<file path="config.mk">
export PLATFORM = sky130hd
export DESIGN_NAME = sdram_arbiter
export DESIGN_NICKNAME = d
export VERILOG_FILES = /design/src/rtl/sdram_arbiter.sv
export SDC_FILE = /design/constraint.sdc
export NUM_CORES = 1
export LEC_CHECK = 0
export ABC_AREA = 1
export BUFFER_PORTS_ARGS = -buffer_cell sky130_fd_sc_hd__buf_2
export CAP_MARGIN = 10
export CORE_ASPECT_RATIO = 0.8
export CORE_UTILIZATION = 35
export DETAILED_ROUTE_END_ITERATION = 16
export GPL_TIMING_DRIVEN = 0
export PLACE_DENSITY = 0.81
export SYNTH_ARGS = -nofsm -noshare
export SYNTH_HDL_FRONTEND = slang
export SYNTH_SLANG_ARGS = --single-unit
</file>
<file path="constraint.sdc">
create_clock -name Sys_clk -period 1.62 [get_ports Sys_clk]
set_input_delay 0.081 -clock Sys_clk [delete_from_list [all_inputs] [get_ports Sys_clk]]
set_output_delay 0.081 -clock Sys_clk [all_outputs]
set_load 0.005 [all_outputs]
</file>
<file path="src/rtl/sdram_arbiter.sv">
// -----------------------------------------------------------------------------
// sdram_arbiter
//
// Purpose:
//   Owns the single SDRAM command/address bus. The init sequencer's bus is
//   passed straight through until INIT_DONE. After that, the bus goes to one
//   requester at a time: refresh first, then write, then read. Whoever owns
//   the bus keeps it until it pulses its *_END. After every transaction there
//   is at least one ARBIT cycle, during which a NOP is driven.
//
// Optional feature (macro SDRAM_ARB_RR_EN):
//   When the macro is defined, write and read alternate whenever both are
//   requesting. Refresh keeps absolute priority. When the macro is undefined,
//   write always wins over read.
//
// Ports:
//   Sys_clk, Rst_n                     clock, asynchronous active-low reset
//   INIT_DONE/CMD/ADDR/BA              init sequencer pulse and bus
//   AREF_REQ/END/CMD/ADDR/BA           refresh generator request, end, bus
//   WR_REQ/END/CMD/ADDR/BA             write controller request, end, bus
//   RD_REQ/END/CMD/ADDR/BA             read controller request, end, bus
//   AREF_EN, WR_EN, RD_EN              registered grants (at most one high)
//   SDRAM_CKE                          clock enable, 1 after the first edge
//                                      following reset release
//   SDRAM_CMD/ADDR/BA                  muxed SDRAM command bus
//   INIT_OK                            sticky init-complete flag
// -----------------------------------------------------------------------------
module sdram_arbiter #(
    parameter logic [3:0] CMD_NOP = 4'b0111,
    parameter int         ADDR_W  = 12,
    parameter int         BA_W    = 2
) (
    input  logic              Sys_clk,
    input  logic              Rst_n,
    input  logic              INIT_DONE,
    input  logic [3:0]        INIT_CMD,
    input  logic [ADDR_W-1:0] INIT_ADDR,
    input  logic [BA_W-1:0]   INIT_BA,
    input  logic              AREF_REQ,
    input  logic              AREF_END,
    input  logic [3:0]        AREF_CMD,
    input  logic [ADDR_W-1:0] AREF_ADDR,
    input  logic [BA_W-1:0]   AREF_BA,
    input  logic              WR_REQ,
    input  logic              WR_END,
    input  logic [3:0]        WR_CMD,
    input  logic [ADDR_W-1:0] WR_ADDR,
    input  logic [BA_W-1:0]   WR_BA,
    input  logic              RD_REQ,
    input  logic              RD_END,
    input  logic [3:0]        RD_CMD,
    input  logic [ADDR_W-1:0] RD_ADDR,
    input  logic [BA_W-1:0]   RD_BA,
    output logic              AREF_EN,
    output logic              WR_EN,
    output logic              RD_EN,
    output logic              SDRAM_CKE,
    output logic [3:0]        SDRAM_CMD,
    output logic [ADDR_W-1:0] SDRAM_ADDR,
    output logic [BA_W-1:0]   SDRAM_BA,
    output logic              INIT_OK
);

    typedef enum logic [2:0] {
        S_INIT  = 3'd0,
        S_ARBIT = 3'd1,
        S_AREF  = 3'd2,
        S_WRITE = 3'd3,
        S_READ  = 3'd4
    } state_t;

    state_t r_state;
    logic   w_pick_wr;
    logic   w_pick_rd;

`ifdef SDRAM_ARB_RR_EN
    // Remembers which of write/read was granted most recently (1 = read).
    // It resets to "read" so that the first contested grant goes to write.
    logic r_last_rd;

    always_ff @(posedge Sys_clk or negedge Rst_n) begin
        if (!Rst_n) begin
            r_last_rd <= 1'b1;
        end else if (r_state == S_ARBIT && !AREF_REQ) begin
            if (w_pick_wr)
                r_last_rd <= 1'b0;
            else if (w_pick_rd)
                r_last_rd <= 1'b1;
        end
    end

    // When both are requesting, the side that was not served last wins.
    assign w_pick_wr = WR_REQ && (!RD_REQ || r_last_rd);
`else
    assign w_pick_wr = WR_REQ;
`endif
    assign w_pick_rd = RD_REQ && !w_pick_wr;

    // Arbitration FSM. Grants are registered in the same edge that enters
    // the owner state, so *_EN is high during the first owned cycle.
    always_ff @(posedge Sys_clk or negedge Rst_n) begin
        if (!Rst_n) begin
            r_state   <= S_INIT;
            AREF_EN   <= 1'b0;
            WR_EN     <= 1'b0;
            RD_EN     <= 1'b0;
            INIT_OK   <= 1'b0;
            SDRAM_CKE <= 1'b0;
        end else begin
            SDRAM_CKE <= 1'b1;
            case (r_state)
                S_INIT: begin
                    if (INIT_DONE) begin
                        r_state <= S_ARBIT;
                        INIT_OK <= 1'b1;
                    end
                end
                S_ARBIT: begin
                    if (AREF_REQ) begin
                        r_state <= S_AREF;
                        AREF_EN <= 1'b1;
                    end else if (w_pick_wr) begin
                        r_state <= S_WRITE;
                        WR_EN   <= 1'b1;
                    end else if (w_pick_rd) begin
                        r_state <= S_READ;
                        RD_EN   <= 1'b1;
                    end
                end
                S_AREF: begin
                    if (AREF_END) begin
                        r_state <= S_ARBIT;
                        AREF_EN <= 1'b0;
                    end
                end
                S_WRITE: begin
                    if (WR_END) begin
                        r_state <= S_ARBIT;
                        WR_EN   <= 1'b0;
                    end
                end
                S_READ: begin
                    if (RD_END) begin
                        r_state <= S_ARBIT;
                        RD_EN   <= 1'b0;
                    end
                end
                default: begin
                    r_state <= S_INIT;
                    AREF_EN <= 1'b0;
                    WR_EN   <= 1'b0;
                    RD_EN   <= 1'b0;
                end
            endcase
        end
    end

    // The bus mux is purely combinational on the state, so an owner's
    // command reaches the pins in the same cycle it is driven.
    always_comb begin
        SDRAM_CMD  = CMD_NOP;
        SDRAM_ADDR = '0;
        SDRAM_BA   = '0;
        case (r_state)
            S_INIT: begin
                SDRAM_CMD  = INIT_CMD;
                SDRAM_ADDR = INIT_ADDR;
                SDRAM_BA   = INIT_BA;
            end
            S_AREF: begin
                SDRAM_CMD  = AREF_CMD;
                SDRAM_ADDR = AREF_ADDR;
                SDRAM_BA   = AREF_BA;
            end
            S_WRITE: begin
                SDRAM_CMD  = WR_CMD;
                SDRAM_ADDR = WR_ADDR;
                SDRAM_BA   = WR_BA;
            end
            S_READ: begin
                SDRAM_CMD  = RD_CMD;
                SDRAM_ADDR = RD_ADDR;
                SDRAM_BA   = RD_BA;
            end
            default: ;
        endcase
    end

endmodule

</file>
# --- After elaboration in Yosys (flattened, before gate mapping) ---
# Index checks and enable logic that the tools add are counted.
word_totals:
  reg_bits: 8
  in_bits: 81
  output_inout_bits: 23
  elab_cells: 57
classes:
  eq_ne: 14
  n_mux: 23
  bitwise_logic: 3
  n_reduce_logical: 11
ops:
  columns: ["cell", "n"]
  rows:
  - ["$pmux 12 s4", 1]
  - ["$mux 3", 7]
  - ["$ne 2x2->1 const B", 9]
  - ["$pmux 4 s4", 1]
  - ["$pmux 3 s5", 1]
  - ["$reduce_and 5->1", 2]
  - ["$mux 1", 9]
  - ["$pmux 1 s3", 3]
  - ["$reduce_or 3->1", 3]
  - ["$pmux 2 s4", 1]
  - ["$eq 3x2->1 const B", 2]
  - ["$ne 4x4->1 const B", 1]
  - ["$reduce_and 4->1", 1]
  - ["$eq 3x1->1 const B", 1]
  - ["$eq 3x3->1 const B", 1]
  - ["$logic_not 3->1", 1]
  - ["$not 1->1", 3]
  - ["$reduce_and 3->1", 1]
  - ["$reduce_and 2->1", 1]
  - ["$logic_and 1x1->1", 1]
  - ["$logic_not 1->1", 1]

# --- Depth between registers and ports, before layout ---
depth:
  ltp_word: 6
  ltp_mapped: 8
  mapped_depth_nobuf: 8

# --- Least setup slack after synthesis ---
# OpenSTA, ideal clock, no wires.
synth_timing:
  path_kind: "reg2out"
  startpoint: "register r_state[0]"
  endpoint: "output port SDRAM_ADDR[10]"
  arrival_ps: 1132
  required_time_ps: 1539
  path_slack_ps: 407
  path_stages_with_launch: 7
  path_buffers: 1
  path_cell_list: "dfrtp_1 > nor2_4 > nand2_1 > inv_2 > buf_4 > nand2_1 > nand4_1"
synth_via:
  elab_chain_len: 2
synth_lines:
  columns: ["item", "line_no", "text"]
  rows:
  - ["start, declared", "72", "state_t r_state;"]
  - ["start signal, assigned", "103", "r_state <= S_INIT;"]
  - ["start signal, assigned", "114", "r_state <= S_ARBIT;"]
  - ["start signal, assigned", "120", "r_state <= S_AREF;"]
  - ["$eq 3x3->1 (tied with other cells)", "164", "case (r_state)"]
  - ["$pmux 12 s4 *", "164", null]
  - ["end, declared", "59", "output logic [ADDR_W-1:0] SDRAM_ADDR,"]
# Every way passes the cells marked *; elsewhere a longest branch is shown, timed or not.

# --- Worst setup path after layout ---
layout_timing:
  startpoint: "register r_state[1]"
  endpoint: "output port SDRAM_ADDR[6]"
# The elaborated chain is that of the path after synthesis.

==> flow_summary.html <==
<table>
<tr><th>Metric</th><th>Value</th></tr>
<tr><th colspan="2">CTS</th></tr>
<tr><td>CTS Sinks</td><td>8</td></tr>
<tr><td>Clock-pin slew on the worst setup and hold paths</td><td>0.05 ns</td></tr>
<tr><td>Maximum buffer depth of the clock tree</td><td>2</td></tr>
<tr><td>CTS Root Buffer Type</td><td>sky130_fd_sc_hd__clkbuf_4</td></tr>
<tr><td>Number of buffers added by the clock tree synthesis step</td><td>3</td></tr>
<tr><td>Clock insertion delay at the later pin of the skew report</td><td>0.26 ns</td></tr>
<tr><td>Maximum level of the CTS H-tree</td><td>1</td></tr>
<tr><td>TritonCTS clock tree</td><td>done</td></tr>
<tr><th colspan="2">Setup path</th></tr>
<tr><td>Worst EP required</td><td>1.54 ns</td></tr>
<tr><td>Worst setup path start</td><td>r_state[1]</td></tr>
<tr><td>Critical register-to-register path endpoint</td><td>WR_EN</td></tr>
<tr><td>Worst endpoint data arrival time</td><td>1.54 ns</td></tr>
<tr><td>WS Path Type</td><td>reg -&gt; out</td></tr>
<tr><td>Setup crit end kind</td><td>output pin</td></tr>
<tr><td>Worst-case register-to-register setup slack</td><td>approximately 0.3 ns</td></tr>
<tr><td>Depth of the worst register-to-register path</td><td>9</td></tr>
<tr><td>Most frequent CP cell</td><td>sky130_fd_sc_hd__nor2_4</td></tr>
<tr><td>Largest stage delay on the critical path</td><td>around 0.45 ns</td></tr>
<tr><td>Startpoint kind of the worst setup timing path</td><td>flop</td></tr>
<tr><td>Ordered list of cells on the worst path</td><td>nor2_4, inv_2, nor2_4, buf_4, nand2_1, nand4_1, buf_2</td></tr>
<tr><td>CP max stage cell</td><td>sky130_fd_sc_hd__dfrtp_2</td></tr>
<tr><td>Worst reg2reg startpoint</td><td>r_state[2]</td></tr>
<tr><td>Crit-path max FO</td><td>5</td></tr>
<tr><th colspan="2">Global route</th></tr>
<tr><td>Gr ovfl total</td><td>0</td></tr>
<tr><td>Total Routing Usage GR</td><td>24.4%</td></tr>
<tr><td>Via count of the first global-routing pass</td><td>1362</td></tr>
<tr><td>Wire length of the first global-routing pass</td><td>5.55 mm</td></tr>
<tr><td>Maximum number of pins on one net before global-route repair</td><td>11</td></tr>
<tr><td>Number of antenna violations at the first check in global routing</td><td>0</td></tr>
<tr><th colspan="2">Final layout</th></tr>
<tr><td>Final-stage net count</td><td>371</td></tr>
<tr><td>Final cell utilization of the core</td><td>67.9%</td></tr>
<tr><td>Diode count</td><td>0</td></tr>
<tr><td>Cell Count, Final, Fillers Out</td><td>324</td></tr>
<tr><td>Layout cell share with drive strength beyond 1</td><td>between 50% and 60%</td></tr>
<tr><td>Layout Area Growth over Synthesis</td><td>77.9%</td></tr>
<tr><th colspan="2">Min path</th></tr>
<tr><td>Worst min-delay path endpoint</td><td>r_state[2]</td></tr>
<tr><td>Hold Path Cell Cnt</td><td>3</td></tr>
<tr><td>Worst min-delay path category</td><td>in -&gt; reg</td></tr>
<tr><td>Launch point of the worst hold path</td><td>RD_REQ</td></tr>
<tr><th colspan="2">Detailed routing</th></tr>
<tr><td>Routed Wire Length</td><td>3.67 mm</td></tr>
<tr><td>Via/cell ratio</td><td>4.70</td></tr>
<tr><td>Number of antenna-violating nets in the routed design</td><td>0</td></tr>
<tr><td>Initial DRT Pass Iterations</td><td>4</td></tr>
<tr><td>Routed wire per std cell</td><td>around 11 µm</td></tr>
<tr><td>DRC violations left</td><td>0</td></tr>
<tr><td>First-iteration detailed-routing DRC count</td><td>49</td></tr>
<tr><td>Total vias in the final route</td><td>roughly 1500</td></tr>
<tr><th colspan="2">Placed design</th></tr>
<tr><td>Detailed placement HPWL</td><td>~2.7 mm</td></tr>
<tr><td>Gpl congestion</td><td>0.788</td></tr>
<tr><td>Number of cells after detailed placement</td><td>304</td></tr>
<tr><td>Post-Place Worst Slack</td><td>between 0.1 and 0.15 ns</td></tr>
<tr><td>Number of buffers inserted by port buffering</td><td>103</td></tr>
<tr><th colspan="2">Synth</th></tr>
<tr><td>Flop and latch count out of synthesis</td><td>8</td></tr>
<tr><td>Post-synthesis cell type count</td><td>21</td></tr>
<tr><td>Warning count from the yosys run</td><td>0</td></tr>
<tr><td>Leading post-synthesis cells by instance count</td><td>sky130_fd_sc_hd__nand2_1, sky130_fd_sc_hd__nand4_1, sky130_fd_sc_hd__inv_1, sky130_fd_sc_hd__nand3_1, sky130_fd_sc_hd__dfrtp_1</td></tr>
<tr><td>Netlist Area Pre-Place</td><td>about 960 µm²</td></tr>
<tr><td>Cell count after synthesis</td><td>165</td></tr>
<tr><td>Seq/Total Area, Yosys</td><td>20.8%</td></tr>
<tr><td>Dominant cell type by area after synthesis</td><td>sky130_fd_sc_hd__nand2_1</td></tr>
<tr><td>Cell types occupying the most area after synthesis</td><td>sky130_fd_sc_hd__nand2_1, sky130_fd_sc_hd__dfrtp_1, sky130_fd_sc_hd__nand4_1</td></tr>
<tr><td>Syn_nets</td><td>246</td></tr>
<tr><td>Number of flops mapped to enable cells by yosys</td><td>0</td></tr>
<tr><td>Async set or reset register ratio after synthesis</td><td>100%</td></tr>
<tr><td>Leading cell type by number of instances after synthesis</td><td>sky130_fd_sc_hd__nand2_1</td></tr>
<tr><td>Flip-flop cell with the highest count after synthesis</td><td>sky130_fd_sc_hd__dfrtp_1</td></tr>
<tr><td>Fraction of post-synthesis cell area in the top cell type by area</td><td>between 30 and 40%</td></tr>
<tr><td>Average instance area after synthesis</td><td>between 5 and 6 µm²</td></tr>
<tr><th colspan="2">STA</th></tr>
<tr><td>Final Setup Violations</td><td>0</td></tr>
<tr><td>Least setup slack across all paths after layout</td><td>0.00132 ns</td></tr>
<tr><td>Final period utilization</td><td>99.9%</td></tr>
<tr><td>Pins Over Slew Limit</td><td>0</td></tr>
<tr><td>Hold violation total from the final report</td><td>0</td></tr>
<tr><td>Final hold slack</td><td>0.0734 ns</td></tr>
<tr><td>RSZ-0062 raised after global routing</td><td>yes</td></tr>
<tr><td>Maximum clock frequency</td><td>618 MHz</td></tr>
<tr><td>Min cycle time layout</td><td>between 1.5 and 2 ns</td></tr>
<tr><td>Final Skew</td><td>between 0.001 and 0.0015 ns</td></tr>
<tr><td>Sum Neg Setup Slack</td><td>0 ns</td></tr>
<tr><th colspan="2">Power and ir drop</th></tr>
<tr><td>Leak</td><td>between 0.0009 and 0.001 µW</td></tr>
<tr><td>Internal power</td><td>1270 µW</td></tr>
<tr><td>Total power per unit cell area</td><td>roughly 1400 nW/µm²</td></tr>
<tr><td>Reg power frac</td><td>14.5%</td></tr>
<tr><td>Switching Share</td><td>46.3%</td></tr>
<tr><td>Clock Power Share</td><td>6.5%</td></tr>
<tr><td>Worst voltage drop across the vdd grid</td><td>about 0.73 mV</td></tr>
<tr><td>Net Sw Power</td><td>1100 µW</td></tr>
<tr><td>Part of the total power dissipated in combinational logic</td><td>79.0%</td></tr>
<tr><th colspan="2">Flow run</th></tr>
<tr><td>Max-cap violations</td><td>0</td></tr>
<tr><th colspan="2">Die</th></tr>
<tr><td>Die span in y</td><td>about 49 µm</td></tr>
<tr><td>Initial core utilization</td><td>a little under two fifths</td></tr>
<tr><td>Die area</td><td>~3000 µm²</td></tr>
<tr><td>Number of placement rows</td><td>16</td></tr>
<tr><td>Horizontal extent of the die</td><td>60.6 µm</td></tr>
<tr><td>Area of the core region</td><td>approximately 2500 µm²</td></tr>
<tr><td>Ports placed on the boundary</td><td>104</td></tr>
<tr><th colspan="2">Run status</th></tr>
<tr><td>Result of the run</td><td>finished, final reports clean</td></tr>
</table>
==> what timing repair did <==
action | 4_1_cts | 5_1_grt
endpoints found under the hold margin | 8 | 0
endpoints found under the setup margin | 12 | 18
gates resized for setup | 5 | 10
cloned | 0 | 1
pin swaps | 3 | 3
buffers inserted | 10 | 5
hold buffers | 1 | 0
==> area by class of cell <==
| cell class | count | area, µm² |
|---|---|---|
| clock buffers | 3 | 22.5 |
| flip-flops and latches | 8 | 204 |
| multi-input cells | 140 | 678 |
| repair buffers | 120 | 649 |
| fillers | 240 | 811 |
| plain buffers | 5 | 65.1 |
| well taps | 36 | 45.0 |
| inverters | 12 | 47.5 |
==> cells in the final DEF, fill, tap and decap left out, types with 2 or more instances in the layout <==
master	instances
sky130_fd_sc_hd__nand2_2	13
sky130_fd_sc_hd__clkbuf_4	3
sky130_fd_sc_hd__nor2_1	4
sky130_fd_sc_hd__buf_6	5
sky130_fd_sc_hd__nor2_2	2
sky130_fd_sc_hd__inv_2	2
sky130_fd_sc_hd__nor4_1	2
sky130_fd_sc_hd__nand4_1	16
sky130_fd_sc_hd__inv_1	9
sky130_fd_sc_hd__nand3_1	9
sky130_fd_sc_hd__buf_2	103
sky130_fd_sc_hd__a21oi_1	2
sky130_fd_sc_hd__buf_4	15
sky130_fd_sc_hd__dfrtp_2	3
sky130_fd_sc_hd__dfrtp_1	5
sky130_fd_sc_hd__nand2_1	81
sky130_fd_sc_hd__nor2_4	4
==> worst max path at each step <==
stage | end | slack (ns) | cells after the start
after floorplan | SDRAM_ADDR[10] | 0.41 | 6
after global placement | SDRAM_ADDR[6] | 0.11 | 7
after detailed placement | SDRAM_ADDR[8] | 0.10 | 7
after CTS | SDRAM_ADDR[8] | 0.003 | 7
after global routing | SDRAM_CMD[1] | -0.08 | 9
final | SDRAM_ADDR[6] | 0.001 | 7
==> flip-flops by register name, indices dropped and copies added, names as in the netlist <==
register / cells
SDRAM_CKE: 1
r_state: 3
INIT_OK: 1
AREF_EN: 1
RD_EN: 1
WR_EN: 1
==> metrics by stage <==
stage | instance area [µm²] | power [µW]
after global routing | 1710 | 2630
after global placement | 1520 | 1880
after floorplan | 962 | 1310
after detailed placement | 1520 | 1910
after CTS | 1640 | 2220
final | 1710 | 2370
==> critical path, delay by kind of cell, from the launching register on <==
kind                   cells  cell delay, ns
buffers and inverters      3            0.35
DFF                        1            0.45
and+or+nand+nor            4            0.48
==> power by group through the flow <==
| stage | logic [µW] | registers (µW) | clock network, µW |
|---|---|---|---|
| floorplan | 963 | 348 | 0 |
| global placement | 1530 | 352 | 0 |
| detailed placement | 1550 | 360 | 0 |
| CTS | 1720 | 341 | 152 |
| global route | 2110 | 354 | 169 |
| finish | 1870 | 344 | 155 |
==> cell families after synthesis <==
group	synth area share, %
DFF	20.8
other	0.390
and+or+nand+nor	64.5
AOI/OAI and AO/OA	3.64
buffers and inverters	10.7
==> routing by layer <==
layer,up-vias,wire (µm),track usage [%]
li1,780,-,-
met1,660,1440,27.4
met2,75,1860,46.0
met3,7,317,3.18
met4,0,51,7.58
met5,-,0,0
No activity file was read; power rests on OpenSTA's default activity.
